**src/rtl/decode_stage.sv**
```systemverilog
// decode_stage: registered RV32I instruction-decode stage.
//
// Takes one instruction per cycle from fetch over a valid/ready handshake,
// classifies it by opcode, extracts register indices, an immediate-format code
// and a packed raw immediate, and presents everything registered downstream.
// A main register drives the outputs; a single skid register absorbs the one
// extra instruction that arrives in the cycle backpressure first appears, so
// in_ready never depends combinationally on out_ready.
//
// Ports:
//   clk          sole clock, rising edge
//   rst          asynchronous active-high reset
//   flush        synchronous squash of every held instruction
//   in_valid     upstream instruction valid
//   in_ready     stage can accept (skid register empty)
//   in_inst      32-bit instruction word
//   in_pc        32-bit instruction address
//   out_valid    decoded instruction valid
//   out_ready    downstream accepts
//   out_inst     registered instruction word
//   out_pc       registered PC
//   out_rd       inst[11:7]
//   out_rs1      inst[19:15]
//   out_rs2      inst[24:20]
//   out_imm_fmt  immediate format: 000 none, 001 I/S, 010 J, 011 B, 100 U
//   out_imm      packed raw immediate, unused upper bits zero
//   out_illegal  opcode not recognised
module decode_stage (
  input  logic        clk,
  input  logic        rst,
  input  logic        flush,
  input  logic        in_valid,
  output logic        in_ready,
  input  logic [31:0] in_inst,
  input  logic [31:0] in_pc,
  output logic        out_valid,
  input  logic        out_ready,
  output logic [31:0] out_inst,
  output logic [31:0] out_pc,
  output logic [4:0]  out_rd,
  output logic [4:0]  out_rs1,
  output logic [4:0]  out_rs2,
  output logic [2:0]  out_imm_fmt,
  output logic [20:0] out_imm,
  output logic        out_illegal
);

  localparam logic [2:0] FMT_NONE = 3'b000;
  localparam logic [2:0] FMT_IS   = 3'b001;
  localparam logic [2:0] FMT_J    = 3'b010;
  localparam logic [2:0] FMT_B    = 3'b011;
  localparam logic [2:0] FMT_U    = 3'b100;

  // One decoded instruction as held in either buffer register.
  typedef struct packed {
    logic [31:0] inst;
    logic [31:0] pc;
    logic [4:0]  rd;
    logic [4:0]  rs1;
    logic [4:0]  rs2;
    logic [2:0]  fmt;
    logic [20:0] imm;
    logic        illegal;
  } dec_t;

  function automatic dec_t decode(input logic [31:0] inst, input logic [31:0] pc);
    dec_t d;
    d.inst    = inst;
    d.pc      = pc;
    d.rd      = inst[11:7];
    d.rs1     = inst[19:15];
    d.rs2     = inst[24:20];
    d.fmt     = FMT_NONE;
    d.imm     = 21'd0;
    d.illegal = 1'b0;
    case (inst[6:0])
      // OP-IMM, LOAD, JALR, MISC-MEM, SYSTEM: plain 12-bit I immediate
      7'b0010011, 7'b0000011, 7'b1100111, 7'b0001111, 7'b1110011: begin
        d.fmt = FMT_IS;
        d.imm = {9'd0, inst[31:20]};
      end
      // STORE: immediate split around rs2/rs1
      7'b0100011: begin
        d.fmt = FMT_IS;
        d.imm = {9'd0, inst[31:25], inst[11:7]};
      end
      // BRANCH: offset bits 12:1, bit 0 is implicit
      7'b1100011: begin
        d.fmt = FMT_B;
        d.imm = {9'd0, inst[31], inst[7], inst[30:25], inst[11:8]};
      end
      // JAL: offset bits 20:1
      7'b1101111: begin
        d.fmt = FMT_J;
        d.imm = {1'b0, inst[31], inst[19:12], inst[20], inst[30:21]};
      end
      // LUI, AUIPC: upper 20 bits
      7'b0110111, 7'b0010111: begin
        d.fmt = FMT_U;
        d.imm = {1'b0, inst[31:12]};
      end
      // OP: register-register, no immediate
      7'b0110011: begin
        d.fmt = FMT_NONE;
        d.imm = 21'd0;
      end
      default: begin
        d.fmt     = FMT_NONE;
        d.imm     = 21'd0;
        d.illegal = 1'b1;
      end
    endcase
    return d;
  endfunction

  dec_t main_r;
  dec_t skid_r;
  logic main_valid_r;
  logic skid_valid_r;
  logic in_ready_r;

  dec_t dec_s;
  dec_t main_nxt_s;
  dec_t skid_nxt_s;
  logic main_valid_nxt_s;
  logic skid_valid_nxt_s;
  logic accept_s;
  logic drain_s;

  // Decode the incoming word and form the handshake qualifiers.
  always_comb begin
    dec_s    = decode(in_inst, in_pc);
    accept_s = in_valid & in_ready_r;
    drain_s  = main_valid_r & out_ready;
  end

  // Next state of the main/skid pair. When main frees up, a held skid entry
  // always moves first so ordering is preserved; in_ready is low in that
  // cycle so no new instruction competes with it.
  always_comb begin
    main_nxt_s       = main_r;
    skid_nxt_s       = skid_r;
    main_valid_nxt_s = main_valid_r;
    skid_valid_nxt_s = skid_valid_r;
    if (flush) begin
      main_valid_nxt_s = 1'b0;
      skid_valid_nxt_s = 1'b0;
    end else if (!main_valid_r || drain_s) begin
      if (skid_valid_r) begin
        main_nxt_s       = skid_r;
        main_valid_nxt_s = 1'b1;
        skid_valid_nxt_s = 1'b0;
      end else if (accept_s) begin
        main_nxt_s       = dec_s;
        main_valid_nxt_s = 1'b1;
      end else begin
        main_valid_nxt_s = 1'b0;
      end
    end else begin
      if (accept_s) begin
        skid_nxt_s       = dec_s;
        skid_valid_nxt_s = 1'b1;
      end else begin
        skid_valid_nxt_s = skid_valid_r;
      end
    end
  end

  // Buffer registers; in_ready is kept as its own flop mirroring skid-empty.
  always_ff @(posedge clk or posedge rst) begin
    if (rst) begin
      main_r       <= '0;
      skid_r       <= '0;
      main_valid_r <= 1'b0;
      skid_valid_r <= 1'b0;
      in_ready_r   <= 1'b1;
    end else begin
      main_r       <= main_nxt_s;
      skid_r       <= skid_nxt_s;
      main_valid_r <= main_valid_nxt_s;
      skid_valid_r <= skid_valid_nxt_s;
      in_ready_r   <= ~skid_valid_nxt_s;
    end
  end

  assign in_ready    = in_ready_r;
  assign out_valid   = main_valid_r;
  assign out_inst    = main_r.inst;
  assign out_pc      = main_r.pc;
  assign out_rd      = main_r.rd;
  assign out_rs1     = main_r.rs1;
  assign out_rs2     = main_r.rs2;
  assign out_imm_fmt = main_r.fmt;
  assign out_imm     = main_r.imm;
  assign out_illegal = main_r.illegal;

endmodule

```
**config.mk**
```make
export PLATFORM = sky130hd
export DESIGN_NAME = decode_stage
export DESIGN_NICKNAME = d
export VERILOG_FILES = /design/src/rtl/decode_stage.sv
export SDC_FILE = /design/constraint.sdc
export NUM_CORES = 1
export LEC_CHECK = 0
export CORE_UTILIZATION = 44
export CTS_CLUSTER_DIAMETER = 60
export CTS_CLUSTER_SIZE = 25
export DETAILED_ROUTE_END_ITERATION = 10
export PLACE_DENSITY = 0.74
export SLEW_MARGIN = 20
export SYNTH_ARGS = -nofsm -noshare
export SYNTH_HDL_FRONTEND = slang
export SYNTH_SLANG_ARGS = --single-unit
```
**constraint.sdc**
```tcl
create_clock -name clk -period 8.4 [get_ports clk]
set_input_delay 1.26 -clock clk [delete_from_list [all_inputs] [get_ports clk]]
set_output_delay 1.26 -clock clk [all_outputs]
set_load 0.05 [all_outputs]
```
==> results.toml, run 1 <==
[global_route]
grt_first_pass_wirelength_mm = 32.24
grt_usage_pct = 22.34
antenna_found_initial = 0
grt_max_degree = 113
overflow = 0
grt_pass1_vias = 6155

[clock_tree]
cts-htree-levels = 4
clk_path_buf_depth = 2
post-cts-setup-buffers = 0
numCtsBuffers = 17
holdBufCountCts = 0
ctsResizeCount = 0
clk_latency_ns = 0.43
cts_tree = "built"
clock-sinks = 179
cts.clk_slew.worst_paths_ns = 0.07
cts_root_buffer = "clkbuf_16"

[cells_and_area]
area_growth_pct = 29.29
n_antenna_cell = 0
layout_common_cells = "nand2_1 (226), dfrtp_1 (177), clkdlybuf4s50_1 (173), nor2_1 (93), a21oi_1 (87)"
nNetsFinal = 1046
final_cell_count_no_fill = 1219
drive_gt1_share_pct = 5.354
layout_commonest_cell = "nand2_1"
fin_area_um2 = 10420

[logic_synthesis]
async_reset_ff_share_pct = 100.0
synthFlopType = "dfrtp_1"
yosysTopAreaCellShare_pct = 55.26
syn_inst = 850
yosysSeqAreaShare_pct = 55.59
yosys-top-cells-area = "dfrtp_1 (55%), nand2_1 (11%), mux2i_1 (8.1%)"
yosysTopAreaCell = "dfrtp_1"
synth_cell_types = 47
synth_warnings = 0
synth_edf_count = 0
syn_avg_cell_area_um2 = 9.483
synth.net_count = 919
synth.ff_latch_count = 179
netlist_area_um2 = 8060

[power_and_ir_drop]
switching_share_pct = 34.89
pwr-share-clk_pct = 31.5
ir_worst_vdd_mv = 0.1447
leakage_nw = 4.418
power_density_nw_per_um2 = 256.6
netSwitchingPower_uw = 932.8
internal_power_mw = 1.741
p_seq_share_pct = 41.2
power_frac_comb_pct = 27.3
design_power_total_mw = 2.674

[worst_setup_path]
end_kind = "register"
critical_path_required_ns = 8.73
crit_slowest_cell = "buf_4"
rrSetupSlack_ns = 5.34
critPathTopFamily = "buffers and inverters"
path_cells = "clkdlybuf4s50_1, a21oi_1, nor3_2, buf_4, buf_4, and3_1, a21oi_1, o21ai_0"
crit_path_max_fanout = 84
critical_path_buf_inv_count = 3
critPathKind = "in2reg"
cp-start-kind = "input port"
arrival_ns = 3.92
critPathMaxStageDelay_ns = 0.81

[routing]
drt-initial-drc-count = 500
routedWlPerCell_um = 16.60
drt-vias-per-instance = 5.352
drc = 0
dr.pass1.iters = 6
finalWirelength_mm = 20.24
ant_nets = 0
vias = 6524

[die]
start_util_pct = 44.87
fp.dieW_um = 137.3
die_y_um = 137.3
placement_rows = 49
die_area_um2 = 18860
core_area_um2 = 17960
num_io_pins = 175

[placed_design]
placed_cell_area_um2 = 9798
place.port_buffers = 173
dp_hpwl_mm = 12.94
globalplace.congestion = 0.7954
placedCellCount = 1187

[sta]
setup_viol = 0
slew_viol_final = 0
finalHoldViolations = 0
rsz0062_at_grt = "no"
tns_ns = 0
max-slew-margin-rel_pct = 34.82
period_share_pct = 42.76
worst_pin_slew_ns = 0.9754
max_freq_ghz = 0.2784
clock_skew_ns = 0.008131
layout_min_cycle_time_ns = 3.592

[min_path]
min_path_type = "reg2reg"

[run]
cap_violations = 0

[run_status]
status = "finished clean"
[cells by family after synthesis]
logic type | after synthesis | synth area share (%)
AO/OA/AOI/OAI | 167 | 12.87
multiplexers | 65 | 8.072
buffers and inverters | 76 | 4.657
AND/OR/NAND/NOR | 361 | 18.63
flip-flops | 179 | 55.59
adder cells (fa/ha/maj) | 1 | 0.1397
other | 1 | 0.04652
[worst paths after layout]
kind,from,to,depth (start not counted)
setup / recovery,in_valid,out_imm_fmt[0]$_DFFE_PP0P_,8
hold / removal,skid_r[43]$_DFFE_PP0P_,skid_r[43]$_DFFE_PP0P_,2
setup reg to reg,skid_valid_r$_DFF_PP0_,out_imm_fmt[0]$_DFFE_PP0P_,7
hold reg to reg,skid_r[43]$_DFFE_PP0P_,skid_r[43]$_DFFE_PP0P_,2
max in group asynchronous,rst,skid_r[88]$_DFFE_PP0P_,3
min in group asynchronous,rst,skid_r[55]$_DFFE_PP0P_,2
[cell usage after synthesis, types with 8 or more instances]
cell type  instances
mux2i_1           65
dfrtp_1          178
a22oi_1           12
nor2_1            93
o211ai_1           9
clkbuf_1          41
buf_2              9
buf_4             19
nor3b_1            8
o21ai_0           22
a21oi_1           87
nand2_1          226
nand3_1            9
[worst reg2reg max path, delay by kind of cell, from the launching register on]
| family | cells | cell delay [ns] |
|---|---|---|
| flops | 1 | 0.81 |
| compound gates | 3 | 0.31 |
| buf+inv | 2 | 1.41 |
| simple gates | 2 | 0.43 |
[per-stage QoR]
stage          worst slack, ns  utilization (%)  hold WS (ns)
6_report                 4.808            58.01        0.4779
5_1_grt                  4.615            58.01        0.4911
4_1_cts                  4.813            58.00        0.4787
3_5_place_dp             4.357            54.54        0.4625
3_3_place_gp             4.425            54.54        0.4571
2_1_floorplan            2.283                -        0.4423
[power groups by stage]
stage               combinational, mW  sequential [mW]  clock [mW]
global route                    0.783             1.12       0.889
global placement                0.722             1.11           0
floorplan                       0.258             1.34           0
detailed placement              0.734             1.12           0
CTS                             0.736             1.10       0.857
finish                          0.730             1.10       0.843
[final cells by class]
cell class,count,area [µm²]
tap,229,286.5
timing repair buffer,180,1784
clock buffer,17,425.4
clock inverter,15,195.2
sequential,179,4484
inverter,4,22.52
fill,1555,7542
multi-input combinational,595,3223
[flip-flops by register name, summed over array words and instances (netlist names)]
signal        flops
skid_r           88
out_inst         32
out_pc           32
out_imm          20
out_imm_fmt       3
in_ready          1
out_illegal       1
out_valid         1
skid_valid_r      1
[routing by layer]
layer | global-route usage [%] | share of wire [%] | vias to the layer above
li1 | - | - | 3118
met1 | 30.69 | 44 | 3156
met2 | 34.32 | 47 | 223
met3 | 6.328 | 8.2 | 27
met4 | 6.593 | 1.2 | 0
met5 | 0 | 0 | -
(Power assumes the default switching activity.)
==> inputs of run 2 (changes only) <==
==> constraint.sdc (replaced) <==
create_clock -name clk -period 3.43 [get_ports clk]
set_input_delay 0.5145 -clock clk [delete_from_list [all_inputs] [get_ports clk]]
set_output_delay 0.5145 -clock clk [all_outputs]
set_load 0.05 [all_outputs]
==> results.toml, run 2 (synthesis gave the netlist of run 1 again) <==
[sta]
setup_slack_ns = 1.054
layout_min_cycle_time_ns = 2.376
finalHoldViolations = 0
max_freq_ghz = 0.4210
tns_ns = 0
clock_skew_ns = 0.008841
max-slew-margin-rel_pct = 41.23
rsz0062_at_grt = "no"
holdWs_ns = 0.4747
period_share_pct = 69.26
slew_viol_final = 0
worst_pin_slew_ns = 0.8816
setup_viol = 0

[die]
num_io_pins = 175
core_area_um2 = 17960
die_y_um = 137.3
fp.dieW_um = 137.3
placement_rows = 49
start_util_pct = 44.87
die_area_um2 = 18860

[global_route]
grt_max_degree = 85
grt_first_pass_wirelength_mm = 31.89
grt.busiest_layer = "met2"
met3_usage_pct = 6.549
overflow = 0
grt_pass1_vias = 6081
use_met1_pct = 29.80
grt_usage_pct = 22.35
antenna_found_initial = 0
use_met2_pct = 34.88

[cells_and_area]
largest_reg_flops = 88
post-route-util_pct = 58.86
layout_commonest_cell = "nand2_1"
layout_common_cells = "nand2_1 (226), dfrtp_1 (177), clkdlybuf4s50_1 (173), nor2_1 (93), a21oi_1 (87)"
multi_input_area_um2 = 3223
nNetsFinal = 1049
fillers = 1529
top_register = "skid_r"
register_area_um2 = 4484
final_cell_count_no_fill = 1222
n_antenna_cell = 0
drive_gt1_share_pct = 5.539
area_growth_pct = 31.19
fin_area_um2 = 10570

[routing]
drc = 0
drt-vias-per-instance = 5.331
vias = 6515
ant_nets = 0
routedWlPerCell_um = 16.76
dr.pass1.iters = 5
finalWirelength_mm = 20.48
drt-initial-drc-count = 384

[clock_tree]
cts_tree = "built"
clk_latency_ns = 0.42
holdBufCountCts = 0
clock-sinks = 179
cts_root_buffer = "clkbuf_16"
post-cts-setup-buffers = 0
cts-htree-levels = 4
cts.clk_slew.worst_paths_ns = 0.07
clk_path_buf_depth = 2
numCtsBuffers = 17
ctsResizeCount = 0

[placed_design]
dp_hpwl_mm = 12.99
placed_cell_area_um2 = 9882
globalplace.congestion = 0.8129
placedCellCount = 1190
place.port_buffers = 173
pre_cts_ws_ns = 0.6607

[power_and_ir_drop]
ir_worst_vdd_mv = 0.4268
design_power_total_mw = 6.758
leakage_nw = 4.467
power_density_nw_per_um2 = 639.1

[worst_setup_path]
critPathKind = "reg2reg"
critical_path_required_ns = 3.74
crit_path_max_fanout = 58
end_kind = "register"
cp-start-kind = "register"
rrSetupSlack_ns = 1.05
arrival_ns = 2.69

[run_status]
status = "finished clean"

[min_path]
min_path_type = "reg2reg"

[run]
cap_violations = 0
## run 2: cell count changes in the layout (fill, tap and decap cells not counted)
cell | previous run | this run
buf_4 | 7 | 5
clkbuf_8 | 0 | 3
clkinv_4 | 2 | 1
inv_6 | 5 | 2
clkinv_2 | 2 | 0
inv_8 | 4 | 0
clkbuf_1 | 0 | 1
bufinv_16 | 3 | 6
buf_12 | 0 | 5
clkinvlp_4 | 0 | 3
## run 2: layout make-up
type / count / area share, %
clock buffers: 21 / 4.449
inverters: 4 / 0.1775
multi-input cells: 595 / 30.48
repair buffers: 183 / 17.68
flip-flops and latches: 179 / 42.41
well taps: 229 / 2.710
clock inverters: 11 / 2.094
## run 2: metal layers
metal  vias to the layer above  wire length (µm)  share of wire, %
li1                       3124                 -                 -
met1                      3147              8856                43
met2                       223              9723                47
met3                        21              1620               7.9
met4                         0               277               1.4
met5                         -                 0                 0
## run 2: final timing paths
path | from | to | cells after the start
hold reg to reg | skid_r[41]$_DFFE_PP0P_ | skid_r[41]$_DFFE_PP0P_ | 2
hold / removal | skid_r[41]$_DFFE_PP0P_ | skid_r[41]$_DFFE_PP0P_ | 2
setup / recovery | skid_valid_r$_DFF_PP0_ | out_imm[5]$_DFFE_PP0P_ | 3
max in group asynchronous | rst | out_illegal$_DFFE_PP0P_ | 3
setup reg to reg | skid_valid_r$_DFF_PP0_ | out_imm[5]$_DFFE_PP0P_ | 3
min in group asynchronous | rst | out_pc[6]$_DFFE_PP0P_ | 2
## run 2: critical path: stages (launching register included)
cell	delay, ns
dfrtp_4	0.82
buf_4	0.77
nor2_1	0.34
a211oi_1	0.33
## run 2: report_power, final
group          internal (mW)  leakage, nW  switching [mW]  total, mW
logic                  0.618         1.96            1.18       1.80
registers               2.48         2.17           0.217       2.70
clock network           1.43        0.331           0.826       2.26
total                   4.53         4.47            2.22       6.76
==> inputs of run 3 (changes only) <==
==> constraint.sdc (replaced) <==
create_clock -name clk -period 2.2 [get_ports clk]
set_input_delay 0.33 -clock clk [delete_from_list [all_inputs] [get_ports clk]]
set_output_delay 0.33 -clock clk [all_outputs]
set_load 0.05 [all_outputs]
==> results.toml, run 3 (synthesis gave the netlist of run 1 again) <==
[sta]
clock_skew_ns = 0.008261
max_freq_ghz = 0.4645
period_share_pct = 97.85
slew_viol_final = 0
finalHoldViolations = 0
layout_min_cycle_time_ns = 2.153
worst_pin_slew_ns = 0.5971
max-slew-margin-rel_pct = 60.20
rsz0062_at_grt = "no"
setup_viol = 0

[clock_tree]
holdBufCountCts = 0
ctsResizeCount = 0
cts.clk_slew.worst_paths_ns = 0.06
cts_root_buffer = "clkbuf_16"
cts_tree = "built"
numCtsBuffers = 17
clk_path_buf_depth = 2
clock-sinks = 179
cts-htree-levels = 4
post-cts-setup-buffers = 0
clk_latency_ns = 0.43

[worst_setup_path]
reg2reg_from = "in_ready$_DFF_PP1_"
critPathTopFamily = "buffers and inverters"
crit_slowest_cell = "clkdlybuf4s50_1"
path_cells = "clkdlybuf4s50_1"
arrival_ns = 1.82
rrSetupSlack_ns = 0.44
critical_path_buf_inv_count = 1
crit_start = "in_ready$_DFF_PP1_"
cp-start-kind = "register"
critical_path_required_ns = 1.87
end_kind = "output port"
crit_path_max_fanout = 4
critPathMaxStageDelay_ns = 0.83
critPathKind = "reg2out"

[routing]
drt-initial-drc-count = 443
ant_nets = 0
drt-vias-per-instance = 5.340
finalWirelength_mm = 20.62
routedWlPerCell_um = 16.56
dr.pass1.iters = 8
vias = 6648
drc = 0

[die]
placement_rows = 49
core_area_um2 = 17960
die_area_um2 = 18860
fp.dieW_um = 137.3
start_util_pct = 44.87
num_io_pins = 175
die_y_um = 137.3

[global_route]
grt_usage_pct = 23.08
antenna_found_initial = 0
grt_first_pass_wirelength_mm = 33.02
grt_max_degree = 92
overflow = 0
grt_pass1_vias = 6333

[min_path]
min_path_type = "in2async"

[placed_design]
dp_hpwl_mm = 13.58
place.port_buffers = 173
globalplace.congestion = 0.8731

[power_and_ir_drop]
leakage_nw = 4.592
ir_worst_vdd_mv = 0.5713
power_density_nw_per_um2 = 955.2
design_power_total_mw = 10.30

[cells_and_area]
drive_gt1_share_pct = 7.579
nNetsFinal = 1072
area_growth_pct = 33.73
largest_reg_flops = 88
top_register = "skid_r"
layout_common_cells = "nand2_1 (226), dfrtp_1 (177), clkdlybuf4s50_1 (173), nor2_1 (93), a21oi_1 (87)"
layout_commonest_cell = "nand2_1"
post-route-util_pct = 60.01
n_antenna_cell = 0

[run]
cap_violations = 0

[run_status]
status = "finished clean"
-- run 3: cell types whose count changed in the layout (fill, tap and decap cells not counted), moves of 2 or more --
cell,before,now
buf_4,5,20
bufinv_16,6,4
clkinv_2,0,3
clkbuf_8,3,1
buf_12,5,13
-- run 3: routing by layer --
metal  part of all wire (%)  wire length [µm]  global-route usage, %
met1                     43              8850                  31.05
met2                     47              9682                  36.31
met3                    8.5              1758                  6.255
met4                    1.6               331                  7.204
met5                      0                 0                      0
-- run 3: through the flow --
step           setup slack, ns  setup TNS [ns]  cells  instance area (µm²)  hold WS [ns]
2_1_floorplan          -0.4238          -75.43    850                 8064        0.3931
3_3_place_gp          -0.02127        -0.06269   1213                10150        0.4568
3_5_place_dp          -0.06897         -0.3474   1213                10150        0.4622
4_1_cts                0.02387               0   1245                10780        0.4068
5_1_grt                0.01609               0   1245                10780        0.4358
6_report               0.04732               0   1245                10780        0.3893
-- run 3: cell type report --
type                    instances  area [µm²]
multi-input cells             595        3223
clock inverters                12       177.7
well taps                     229       286.5
clock buffers                  20       446.7
repair buffers                206        2142
fillers                      1513        7184
inverters                       4       18.77
flip-flops and latches        179        4484
-- run 3: final timing paths --
check                                         end  depth (start not counted)
max in group asynchronous  skid_valid_r$_DFF_PP0_                          3
min in group clk           skid_r[53]$_DFFE_PP0P_                          3
max reg2reg                out_imm[5]$_DFFE_PP0P_                          5
max                                      in_ready                          1
min reg2reg                skid_r[22]$_DFFE_PP0P_                          2
min                         out_pc[6]$_DFFE_PP0P_                          3
-- run 3: report_power, final --
part	leakage (nW)	switching (mW)	total (mW)	internal [mW]
registers	2.17	0.337	4.21	3.87
logic	2.11	1.86	2.86	1.01
clock network	0.305	1.29	3.23	1.94
total	4.59	3.48	10.3	6.81
